$ cat config.mk
export PLATFORM = sky130hd
export DESIGN_NAME = div_scheduler
export DESIGN_NICKNAME = d
export VERILOG_FILES = /design/src/rtl/mha_div_pkg.sv /design/src/rtl/rr_arbiter.sv /design/src/rtl/div_scheduler.sv
export SDC_FILE = /design/constraint.sdc
export NUM_CORES = 1
export LEC_CHECK = 0
export BUFFER_PORTS_ARGS = -buffer_cell sky130_fd_sc_hd__buf_4
export CORE_MARGIN = 2
export CORE_UTILIZATION = 40
export DETAILED_ROUTE_END_ITERATION = 6
export PLACE_DENSITY = 0.79
export SYNTH_ARGS = -nofsm -noshare
export SYNTH_HDL_FRONTEND = slang
export SYNTH_SLANG_ARGS = --single-unit
$ cat constraint.sdc
create_clock -name I_CLK -period 3.4 [get_ports I_CLK]
set_clock_uncertainty 0.05 [all_clocks]
set_input_delay 0.17 -clock I_CLK [delete_from_list [all_inputs] [get_ports I_CLK]]
set_output_delay 0.17 -clock I_CLK [all_outputs]
set_load 0.1 [all_outputs]
$ cat src/rtl/mha_div_pkg.sv
// rtl/mha_div_pkg.sv - shared types and constants for the divider scheduler
package mha_div_pkg;

  localparam int D_W_DEF    = 16;
  localparam int FRAC_W_DEF = 13;

  typedef enum logic [1:0] {
    IDLE  = 2'd0,
    RUN   = 2'd1,
    DRAIN = 2'd2
  } state_t;

  // Largest positive two's-complement value of a w-bit word
  function automatic logic [63:0] q_max(input int w);
    return (64'd1 << (w - 1)) - 64'd1;
  endfunction

  // Most negative two's-complement value of a w-bit word (as a bit pattern)
  function automatic logic [63:0] q_min(input int w);
    return 64'd1 << (w - 1);
  endfunction

endpackage

$ cat src/rtl/rr_arbiter.sv
// rtl/rr_arbiter.sv - round-robin arbiter, first request after the pointer wins
module rr_arbiter #(
  parameter int N  = 4,
  parameter int IW = $clog2(N)
) (
  input  logic [N-1:0]  req,
  input  logic [IW-1:0] ptr,
  input  logic          en,
  output logic [N-1:0]  grant,
  output logic [IW-1:0] idx
);

  logic [IW:0]  sh;
  logic [N-1:0] rot;
  logic [N-1:0] first;

  // Rotate so index ptr+1 sits at bit 0, isolate the lowest request, rotate back
  always_comb begin
    sh    = {1'b0, ptr} + (IW + 1)'(1);
    rot   = N'({req, req} >> sh);
    first = rot & (~rot + N'(1));
    grant = en ? N'(({first, first} << sh) >> N) : '0;
  end

  // One-hot to binary index of the granted requester
  always_comb begin
    idx = '0;
    for (int i = 0; i < N; i++) begin
      if (grant[i]) idx = IW'(i);
    end
  end

endmodule

$ cat src/rtl/div_scheduler.sv
// rtl/div_scheduler.sv - shares one iterative divider among N_REQ requesters
module div_scheduler
  import mha_div_pkg::*;
#(
  parameter int N_REQ  = 4,
  parameter int D_W    = D_W_DEF,
  parameter int FRAC_W = FRAC_W_DEF
) (
  input  logic                       I_CLK,
  input  logic                       I_RST,
  input  logic [N_REQ-1:0]           I_REQ_VLD,
  input  logic [N_REQ*D_W-1:0]       I_REQ_DIVIDEND,
  input  logic [N_REQ*D_W-1:0]       I_REQ_DIVISOR,
  output logic [N_REQ-1:0]           O_REQ_RDY,
  output logic                       O_DIV_START,
  output logic [D_W-1:0]             O_DIV_DIVIDEND,
  output logic [D_W-1:0]             O_DIV_DIVISOR,
  input  logic [D_W-1:0]             I_DIV_QUOTIENT,
  input  logic                       I_DIV_OUT_VLD,
  output logic                       O_RSP_VLD,
  output logic [$clog2(N_REQ)-1:0]   O_RSP_ID,
  output logic [D_W-1:0]             O_RSP_QUOTIENT,
  output logic                       O_RSP_DZ,
  input  logic                       I_RSP_RDY,
  output logic                       O_BUSY
);

  localparam int IW = $clog2(N_REQ);
  localparam logic [D_W-1:0] Q_MAX = D_W'(q_max(D_W));
  localparam logic [D_W-1:0] Q_MIN = D_W'(q_min(D_W));

  // The quotient format only makes sense with fewer fraction bits than the word
  if (FRAC_W < 0 || FRAC_W >= D_W) begin : g_bad_frac_w
    $error("FRAC_W must lie in [0, D_W)");
  end

  state_t            state;
  logic [IW-1:0]     ptr;
  logic [IW-1:0]     cur_id;
  logic [IW-1:0]     arb_idx;
  logic [N_REQ-1:0]  arb_grant;
  logic              arb_en;
  logic              accept;
  logic [D_W-1:0]    sel_dd;
  logic [D_W-1:0]    sel_ds;

  // Grant only when idle, the response slot frees this cycle, and no stale divider valid remains
  assign arb_en    = (state == IDLE) && (!O_RSP_VLD || I_RSP_RDY) && !I_DIV_OUT_VLD;
  assign O_REQ_RDY = arb_grant;
  assign accept    = |arb_grant;
  assign O_BUSY    = (state != IDLE) || O_RSP_VLD;

  rr_arbiter #(
    .N  (N_REQ),
    .IW (IW)
  ) u_arb (
    .req   (I_REQ_VLD),
    .ptr   (ptr),
    .en    (arb_en),
    .grant (arb_grant),
    .idx   (arb_idx)
  );

  // Select the operands of the granted requester
  always_comb begin
    sel_dd = '0;
    sel_ds = '0;
    for (int i = 0; i < N_REQ; i++) begin
      if (arb_grant[i]) begin
        sel_dd = I_REQ_DIVIDEND[i*D_W +: D_W];
        sel_ds = I_REQ_DIVISOR[i*D_W +: D_W];
      end
    end
  end

  // Scheduler FSM, divider handshake and one-entry response register
  always_ff @(posedge I_CLK) begin
    if (I_RST) begin
      state          <= IDLE;
      ptr            <= IW'(N_REQ - 1);
      cur_id         <= '0;
      O_DIV_START    <= 1'b0;
      O_DIV_DIVIDEND <= '0;
      O_DIV_DIVISOR  <= '0;
      O_RSP_VLD      <= 1'b0;
      O_RSP_ID       <= '0;
      O_RSP_QUOTIENT <= '0;
      O_RSP_DZ       <= 1'b0;
    end else begin
      if (O_RSP_VLD && I_RSP_RDY) O_RSP_VLD <= 1'b0;
      case (state)
        IDLE: begin
          if (accept) begin
            ptr            <= arb_idx;
            cur_id         <= arb_idx;
            O_DIV_DIVIDEND <= sel_dd;
            O_DIV_DIVISOR  <= sel_ds;
            if (sel_ds != '0) begin
              state       <= RUN;
              O_DIV_START <= 1'b1;
            end else begin
              // Divide-by-zero never reaches the divider; answer saturated right away
              O_RSP_VLD      <= 1'b1;
              O_RSP_ID       <= arb_idx;
              O_RSP_QUOTIENT <= sel_dd[D_W-1] ? Q_MIN : Q_MAX;
              O_RSP_DZ       <= 1'b1;
            end
          end
        end
        RUN: begin
          if (I_DIV_OUT_VLD) begin
            O_DIV_START    <= 1'b0;
            O_RSP_VLD      <= 1'b1;
            O_RSP_ID       <= cur_id;
            O_RSP_QUOTIENT <= I_DIV_QUOTIENT;
            O_RSP_DZ       <= 1'b0;
            state          <= DRAIN;
          end
        end
        DRAIN: begin
          if (!I_DIV_OUT_VLD) state <= IDLE;
        end
        default: state <= IDLE;
      endcase
    end
  end

endmodule

# Yosys cells after proc, flatten, opt, wreduce, memory -nomap -nowiden
# Index checks and enable logic that the tools add are counted.
# totals
register_bits	59
out_inout_bits	58
# classes
addsub	2
n_eq_ne	7
n_shift	2
n_mux	38
bitwise	2
reduce_logical	16
# ops
op	n
16-bit two-way mux	12
16-bit case mux with 2 select lines	1
2-bit two-way mux	9
16-bit nonzero test	1
4-bit AND reduction	3
1-bit two-way mux	10
2-bit inequality test (second input constant)	4
8-bit by 3-bit left shift with 8-bit output	1
8-bit by 3-bit >> shifter with 4-bit output	1
1-bit case mux with 2 select lines	3
2-bit case mux with 3 select lines	1
4-bit by 1-bit adder with 4-bit output (second input constant)	1
4-bit bitwise AND	1
4-bit two-way mux	1
4-bit NOT	1
2-bit case mux with 2 select lines	1
2-bit nonzero test	2
4-bit OR reduction	1
2-bit by 1-bit adder with 3-bit output (second input constant)	1
1-bit logical AND	3
2-bit by 1-bit equality test with 1-bit output (second input constant)	1
2-bit equality test (second input constant)	1
1-bit zero test	2
2-bit zero test	1
other kinds (3)	4

# Logic depth before layout (Yosys ltp)
# depth
ltp_word	15
ltp_mapped	13
mapped_depth_nobuf	11

# Hierarchy
# A second synthesis with hierarchy kept.
# hier_totals
hier_cells	449
area_unflattened_um2	3533.4
# by_module_without_submodules
module	instances	cells_per_inst	area_each_um2
div_scheduler	1	413	3300.7
rr_arbiter	1	36	232.7

# Least setup slack after synthesis
# OpenSTA, ideal clock, no wires.
# synth_timing
kind	register -> register
startpoint	register O_RSP_VLD
endpoint	register O_RSP_QUOTIENT[10]
arrival_ns	3.282
slack_ns	0.000
path_stages_with_launch	13
path_buffers	3
period_less_slack_ns	3.400
cell_sequence	dfxtp_1 > nand2b_1 > and2_1 > clkbuf_1 > o21ai_2 > buf_4 > o22a_1 > a31oi_1 > o41ai_2 > nand4_4 > buf_6 > or4_1 > o21ai_2
# synth_between
elab_chain_cells	13
word_cells_on_any_way	22
cone_classes	2 x eq/ne; 13 x mux; 7 x reduce/logical
# synth_rtl
element	line_no	text
start: declaration	div_scheduler.sv:20	output logic O_RSP_VLD,
start signal: assignment	div_scheduler.sv:85	O_RSP_VLD <= 1'b0;
start signal: assignment	div_scheduler.sv:90	if (O_RSP_VLD && I_RSP_RDY) O_RSP_VLD <= 1'b0;
start signal: assignment	div_scheduler.sv:103	O_RSP_VLD <= 1'b1;
1-bit zero test (*)	div_scheduler.sv:48	assign arb_en = (state == IDLE) && (!O_RSP_VLD || I_RSP_RDY) && !I_DIV_OUT_VLD;
1-bit logical OR (*)	div_scheduler.sv:48	
1-bit logical AND (*) (2 in series)	div_scheduler.sv:48	
4-bit two-way mux (*)	rr_arbiter.sv:22	grant = en ? N'(({first, first} << sh) >> N) : '0;
branches (longest 8 deep; another with 16-bit two-way mux)	n/a	
end signal: assignment	div_scheduler.sv:105	O_RSP_QUOTIENT <= sel_dd[D_W-1] ? Q_MIN : Q_MAX;
end: declaration	div_scheduler.sv:22	output logic [D_W-1:0] O_RSP_QUOTIENT,
# Every way passes the cells marked *. The select of a mux whose other input is x is not followed.
# A chain may end at the register's enable or synchronous reset.

# Final worst setup path
# layout_timing
startpoint	register ptr[0]
endpoint	register O_RSP_QUOTIENT[1]
# layout_between
elab_chain_cells	15
word_cells_on_any_way	24
cone_classes	2 x add/sub; 2 x eq/ne; 2 x shift; 13 x mux; 2 x bitwise; 3 x reduce/logical
# layout_rtl
element	line_no	text
start: declaration	div_scheduler.sv:38	logic [IW-1:0] ptr;
start signal: assignment	div_scheduler.sv:80	ptr <= IW'(N_REQ - 1);
start signal: assignment	div_scheduler.sv:94	ptr <= arb_idx;
2-bit by 1-bit adder with 3-bit output (*)	rr_arbiter.sv:19	sh = {1'b0, ptr} + (IW + 1)'(1);
8-bit by 3-bit >> shifter with 4-bit output	rr_arbiter.sv:20	rot = N'({req, req} >> sh);
4-bit NOT	rr_arbiter.sv:21	first = rot & (~rot + N'(1));
4-bit by 1-bit adder with 4-bit output	rr_arbiter.sv:21	
4-bit bitwise AND	rr_arbiter.sv:21	
8-bit by 3-bit left shift with 8-bit output (*)	rr_arbiter.sv:22	
4-bit two-way mux (*)	rr_arbiter.sv:22	
branches (longest 8 deep; another with 16-bit two-way mux)	n/a	
# Marked as above.

==> out/qor.csv <==
metric,value,unit
synth_area,3782,sq um
layout_commonest_cell,buf_4,
postSynthCellCount,454,
synth.distinct_cells,68,
grt_overflow,0,
drive_above_1_share,0.4339,
yosys_warnings,0,
fin_ws,0.09705,ns
cts_buffers,9,
multi_input_area,2415,sq um
cts_root_buffer,clkbuf_8,
cts.htree.levels,3,
fill_cells,807,
area_growth,51.41,%
leakagePower,2.421,nW
crit_arrival,3.51,ns
post-dp-hpwl,11.06,mm
critical_path.cell_chain,"buf_4, nor3b_1, o21a_1, o31ai_4, clkbuf_2, buf_4, nor2_1, a31oi_1, o41ai_2, buf_4, nand4_4, buf_4, or4_1, o21ai_0",
crit_type,reg2reg,
critPathMaxFanout,17,
place.port_buffers,209,
ys.flop_type,dfxtp_1,
first_global_vias,4234,
timing.final.crit_share,0.9715,
irDropWorstVdd,582.5,uV
max_freq,302.8,MHz
setup_viol,0,
r2r_start,ptr[0],
n_antenna_cell,0,
synth_nets,607,
drv_slew,0,
critPathMostFrequentCell,buf_4,
ys_seq_area_frac,0.3123,
outcome,completed,
slew_headroom,0.5687,
wl_per_cell,18.63,um
crit_path_end_kind,flip-flop,
worstPathRequired,3.61,ns
insertion_delay,0.33,ns
combPwrFrac,0.714,
dieWidth,101.2,um
final_core_util,0.6227,
core_area,9196,sq um
die_area,10250,sq um
cp-startpoint,ptr[0],
io_pins,210,
final_hold_viol_count,0,
p_sw,3.380,mW
drtPass1Iterations,6,
worstMarginPinSlew,0.6469,ns
grt_pass1_wl,21.49,mm
grt_util_all_layers,0.2670,
routabilityCongestion,0.9555,
dpl_worst_slack,-0.2226,ns
chipHeight,101.2,um
power_density,1015,nW/um^2
postRouteAntennaNets,0,
cpPeakStageDelay,0.48,ns
grt_max_degree,76,
clockBufferDepth,2,
critPathBufInv,5,
cts_tree,yes,
cap_violations,0,
period_needed,3.303,ns
worstHoldPathType,in2reg,
power.share.switching,0.5817,
final_nets,814,
initial_core_util,0.4113,
cpMaxStageDelayCell,or4_1,
p_int,2.431,mW
dr_total_vias,4640,
rows,35,
min_from,I_DIV_QUOTIENT[15],
synth_edf_count,0,
start_kind,flip-flop,
seqPwrFrac,0.184,
drc,0,
synth-seq-cells,59,
fin_total_pwr,5.811,mW
tns,0,ns
critical_path.top_delay_family,simple AND/OR/NAND/NOR gates,
clkSlewWorstSetupHoldPaths,0.07,ns
cts.sinks,59,
synth-async-reset-ratio,0,
routed_wl,14.48,mm
viasPerCell,5.972,
grt_antenna_before_repair,0,
synth.avg_cell_area,8.331,sq um
seq_area,1182,sq um
drtIter0Drc,297,
clockPowerShare,0.102,
layout_common_cells,"buf_4 (236), dfxtp_1 (58), o21ai_0 (48), a21oi_1 (35), nand2_1 (29)",
==> repair_timing <==
action                                  CTS  global route
resized for setup                         2             6
endpoints found under the setup margin   18            17
buffers inserted                          0             6
hold buffers                              0             0
pin swaps                                 0             4
==> cell type report <==
| type | count | share of cell area |
|---|---|---|
| inverter | 4 | 0.002622 |
| clock buffer | 11 | 0.02644 |
| multi-input combinational | 349 | 0.4217 |
| clock inverter | 5 | 0.006336 |
| timing repair buffer | 238 | 0.3122 |
| sequential | 59 | 0.2065 |
| tap | 111 | 0.02425 |
==> power by group through the flow <==
stage                     Combinational (mW)  Clock (mW)  Sequential (mW)
final                                   4.15       0.595             1.07
after global routing                    4.37       0.635             1.09
after CTS                               4.06       0.604             1.07
after detailed placement                4.04           0             1.08
after global placement                  3.99           0             1.07
after floorplan                         1.69           0             2.47
==> cell usage after synthesis, types with 3 or more instances <==
cell type / instances / area share
nor4_2: 3 / 0.0099
o21a_1: 4 / 0.0079
o21ai_0: 48 / 0.064
nor2_1: 25 / 0.025
a21oi_1: 36 / 0.048
a22o_1: 15 / 0.035
a31oi_1: 10 / 0.017
dfxtp_1: 59 / 0.31
nor4_1: 4 / 0.0066
a221oi_1: 16 / 0.037
nand2b_1: 19 / 0.031
o21ai_2: 11 / 0.025
and2_1: 3 / 0.0050
nand2_1: 29 / 0.029
buf_4: 4 / 0.0079
a211oi_1: 10 / 0.020
a22oi_1: 17 / 0.034
buf_6: 5 / 0.015
mux2i_1: 14 / 0.037
o22a_1: 12 / 0.028
nor3b_1: 4 / 0.0079
or4_1: 15 / 0.030
buf_2: 7 / 0.0093
o21ai_1: 4 / 0.0053
clkbuf_1: 24 / 0.024
==> cell families (layout without fill, tap and decap cells) <==
group / Yosys count / count (layout) / synth area share
flops: 59 / 59 / 0.3123
xor+xnor: 1 / 1 / 0.002316
fa+ha+maj: 1 / 1 / 0.003307
simple gates: 127 / 127 / 0.1975
mux: 17 / 17 / 0.04995
buf+inv: 46 / 258 / 0.06186
compound gates: 203 / 203 / 0.3728
==> worst paths after layout <==
check | end | slack [ns] | cells after the start
worst max-delay path | O_RSP_QUOTIENT[1] | 0.1 | 14
worst min-delay path | O_RSP_QUOTIENT[15] | 0.07 | 3
worst max register to register | O_RSP_QUOTIENT[1] | 0.1 | 14
worst min register to register | O_DIV_DIVIDEND[3] | 0.40 | 2
==> state kept, by name (all words and copies together), names as in the netlist <==
name / count
O_DIV_DIVIDEND: 16
O_DIV_DIVISOR: 16
O_RSP_QUOTIENT: 16
O_RSP_ID: 2
cur_id: 2
ptr: 2
state: 2
O_DIV_START: 1
O_RSP_DZ: 1
O_RSP_VLD: 1
==> per-stage QoR <==
step                      area [sq um]  hold slack [ns]  cells
after global routing              5727          0.06225    777
after global placement            5454           0.3902    755
after floorplan                   3784           0.2833    454
after CTS                         5650          0.04722    771
final                             5727          0.06547    777
after detailed placement          5454           0.3960    755
==> layer usage <==
layer	global-route usage	up-vias	wire [um]
met2	0.4330	253	6873
li1	-	2166	-
met4	0.1050	0	430
met1	0.3443	2188	5881
met5	0	-	0
met3	0.06142	33	1293
==> tightest hold or removal path, stage by stage <==
cell and delay (ns):
buf_4 0.11, nand2_1 0.05, a311oi_1 0.08
Power figures use the tool's default switching activity.
